File: src/rtl/bcd_down_count.sv
// Multi-digit BCD countdown timer: clamped parallel load, per-digit borrow ripple,
// zero detect, one-cycle terminal pulse and optional auto-reload of the last loaded value.
module bcd_down_count #(
  parameter int DIGITS      = 3,
  parameter bit AUTO_RELOAD = 1'b0
) (
  input  logic                  clk,
  input  logic                  rst,
  input  logic                  load,
  input  logic [4*DIGITS-1:0]   load_val,
  input  logic                  en,
  output logic [4*DIGITS-1:0]   num,
  output logic                  zero,
  output logic                  done,
  output logic                  running
);

  localparam int W = 4 * DIGITS;

  typedef enum logic [1:0] {IDLE, RUN, DONE} state_t;

  state_t         state, state_d;
  logic [W-1:0]   reload, reload_d, num_d;
  logic [W-1:0]   load_clamped, num_dec;
  logic           done_d;

  // Digits above 9 are forced to 9 so the counter never holds an illegal BCD code.
  function automatic logic [W-1:0] clamp_bcd(input logic [W-1:0] v);
    logic [W-1:0] r;
    for (int d = 0; d < DIGITS; d++)
      r[4*d +: 4] = (v[4*d +: 4] > 4'd9) ? 4'd9 : v[4*d +: 4];
    return r;
  endfunction

  function automatic logic [W-1:0] bcd_dec(input logic [W-1:0] v);
    logic [W-1:0] r;
    logic         borrow;
    borrow = 1'b1;
    for (int d = 0; d < DIGITS; d++) begin
      if (!borrow) begin
        r[4*d +: 4] = v[4*d +: 4];
      end else if (v[4*d +: 4] == 4'd0) begin
        r[4*d +: 4] = 4'd9;
      end else begin
        r[4*d +: 4] = v[4*d +: 4] - 4'd1;
        borrow      = 1'b0;
      end
    end
    return r;
  endfunction

  assign load_clamped = clamp_bcd(load_val);
  assign num_dec      = bcd_dec(num);

  always_comb begin
    state_d  = state;
    num_d    = num;
    reload_d = reload;
    done_d   = 1'b0;
    if (load) begin
      num_d    = load_clamped;
      reload_d = load_clamped;
      state_d  = (load_clamped != '0) ? RUN : IDLE;
    end else begin
      case (state)
        RUN: begin
          if (en) begin
            num_d = num_dec;
            if (num_dec == '0) begin
              state_d = DONE;
              done_d  = 1'b1;
            end
          end
        end
        DONE: begin
          // A zero reload value cannot restart the count; stay parked at zero.
          if (AUTO_RELOAD && en && reload != '0) begin
            num_d   = reload;
            state_d = RUN;
          end
        end
        default: ;
      endcase
    end
  end

  // Flags are registered from the next-state values so they line up with num/state.
  always_ff @(posedge clk or posedge rst) begin
    if (rst) begin
      state   <= IDLE;
      num     <= '0;
      reload  <= '0;
      zero    <= 1'b1;
      done    <= 1'b0;
      running <= 1'b0;
    end else begin
      state   <= state_d;
      num     <= num_d;
      reload  <= reload_d;
      zero    <= (num_d == '0);
      done    <= done_d;
      running <= (state_d == RUN);
    end
  end

endmodule

File: config.mk
export PLATFORM = sky130hd
export DESIGN_NAME = bcd_down_count
export DESIGN_NICKNAME = d
export VERILOG_FILES = /design/src/rtl/bcd_down_count.sv
export SDC_FILE = /design/constraint.sdc
export NUM_CORES = 1
export LEC_CHECK = 0
export ABC_AREA = 1
export BUFFER_PORTS_ARGS = -buffer_cell sky130_fd_sc_hd__buf_4
export CORE_MARGIN = 2
export CORE_UTILIZATION = 52
export DETAILED_ROUTE_END_ITERATION = 8
export PLACE_DENSITY = 0.78
export SLEW_MARGIN = 20
export SYNTH_ARGS = -nofsm -noshare
export SYNTH_HDL_FRONTEND = slang
export SYNTH_SLANG_ARGS = --single-unit
File: constraint.sdc
create_clock -name clk -period 1.9 [get_ports clk]
set_clock_uncertainty 0.05 [all_clocks]
set_input_delay 0.285 -clock clk [delete_from_list [all_inputs] [get_ports clk]]
set_output_delay 0.285 -clock clk [all_outputs]
set_load 0.01 [all_outputs]
==> flow_summary.ini <==
[clock_tree]
hold_buffers = 0
postCtsSetupBuffers = 0
path_clk_slew_ps = 100
cts_resized = 0
clk_latency_ps = 280
clock_sinks = 17
root_buffer = clkbuf_4
htreeDepth = 1
cts_buffer_depth = 2
cts_made_buffers = 3
cts_tree = done

[placed_design]
io_buffers = 30
place_ws_ps = 275
place_congestion = 0.896
place_hpwl_um = 2430

[drt]
finalWirelength_um = 3000
drtIter0Drc = 64
vias_per_cell = 5.07
dr.pass1.iters = 4
num_vias = 1233
wl_per_cell_um = 12.3
drc_errors = 0
drtAntennaViolNets = 0

[yosys]
seq_area_frac_synth_pct = 34.9
synth_edf_count = 0
synth_cells = 183
ys_ff_latch = 17
synth.top_cells.by_area = dfrtp_1 33%, nand2_1 16%, inv_1 8.3%
yosysTopAreaCellShare_pct = 32.8
yosysUniqueCellTypes = 27
async_flop_share_pct = 100
synth_area_um2 = 1220
yosysWarnings = 0
synth_ff_type = dfrtp_1
synth_top_area_cell = dfrtp_1
synth.avg_cell_area_um2 = 6.68
synthesis.nets = 199

[global_route]
grt-ovfl-total = 0
grt_pass1_wl_um = 5020
grt_max_degree = 18
grt_pass1_vias = 1157
antenna_found_initial = 0
grt_use_total_pct = 24.5

[setup_path]
crit_start = num[4]$_DFF_PP0_
worstSetupPathType = reg2reg
crit_path_start_kind = register
cp.arrival_ps = 1810
cp.required_ps = 2020
worstReg2RegStart = num[4]$_DFF_PP0_
r2r_cells = 8
end_kind = register
path_max_fanout = 8

[sta]
layout_min_cycle_time_ps = 1680
worstMarginPinSlew_ps = 651
drv_slew = 0
max-slew-margin-rel_pct = 56.6
worst_slack_ps = 217
max_freq_mhz = 594
setup_viol_count_final = 0
final.setup.tns_ps = 0
rsz0062_at_grt = false
period_share_pct = 88.6
hold_viol = 0

[cells_and_area]
area_growth_pct = 21.6
mostFrequentLayoutCells = 51 x nand2_1, 32 x buf_4, 27 x inv_1
n_antenna_cell = 0
fin_nets = 232
drive_gt1_share_pct = 24.2
final_common_cell = nand2_1

[pwr]
static-leakage-power_uw = 0.000803
ir_drop_v = 0.000547
powerDensity_nw_per_um2 = 624

[floorplanning]
ios = 31
die_h_um = 52.5
num_rows = 17
die_area_um2 = 2750
core_area_um2 = 2210
fp.dieW_um = 52.5
start_util_pct = 55.3

[status]
status = complete, no violations

[hold_path]
hold_class = in2async

[job]
cap_violations = 0
[worst max-delay path: stages (launching register included)]
cell and delay [ps]:
dfrtp_1 470, nor2_2 220, nand2_2 130, nor2_8 150, a21oi_1 80, nor2_1 100
nand2_1 90, o22ai_1 210, nor2_1 70
[synthesized netlist by cell type, types with 2 or more instances]
master	n
a21oi_1	8
nor2_1	26
nand3_1	15
nand2_2	4
nand4_1	2
nand2_1	51
inv_1	27
nand3_2	3
nor3_1	3
dfrtp_1	16
o22ai_1	2
nor2_4	3
o21ai_0	9
[sequential cells by signal, indices dropped and copies added, names as in the netlist]
register	count
zero	1
running	1
state	2
num	12
done	1
[where the power goes]
part           internal [µW]  total (µW)  leakage [µW]  switching [µW]
clock                   81.4         190     0.0000150             108
combinational            124         302      0.000588             177
sequential               390         436      0.000200            46.1
total                    595         927      0.000803             332
[metrics by stage]
step           hold slack [ps]  util (%)  instance area [µm²]  power (µW)  std cells
2_1_floorplan              160         -                 1220         627        183
3_3_place_gp               350      66.0                 1460         733        239
3_5_place_dp               357      66.0                 1460         744        239
4_1_cts                   51.9      67.2                 1490         925        243
5_1_grt                   95.8      67.2                 1490         978        243
6_report                  35.5      67.2                 1490         927        243
[layout make-up]
class | instances | area (µm²)
Timing Repair Buffer | 32 | 240
Clock buffer | 4 | 26.3
Fill cell | 211 | 726
Inverter | 28 | 105
Tap cell | 28 | 35.0
Multi-Input combinational cell | 134 | 653
Sequential cell | 17 | 427
[worst paths after layout]
kind,to,slack [ps]
min in group clk,num[1]$_DFF_PP0_,180
hold reg to reg,state[1]$_DFF_PP0_,570
setup reg to reg,running$_DFF_PP0_,220
hold / removal,num[7]$_DFF_PP0_,40
setup / recovery,running$_DFF_PP0_,220
max in group asynchronous,num[6]$_DFF_PP0_,1350
[layer usage]
metal | wire, µm | up-vias | part of all wire, % | track usage (%)
li1 | - | 636 | - | -
met1 | 1400 | 554 | 47 | 34.7
met2 | 1410 | 39 | 47 | 40.0
met3 | 161 | 4 | 5.4 | 1.71
met4 | 28 | 0 | 0.93 | 6.84
met5 | 0 | - | 0 | 0
[logic make-up after synthesis]
logic type             Yosys count  synth area share (%)
DFF                             17                  34.9
AOI/OAI and AO/OA               22                  10.0
buffers and inverters           32                  11.7
and+or+nand+nor                112                  43.4
No activity file was read; power rests on OpenSTA's default activity.
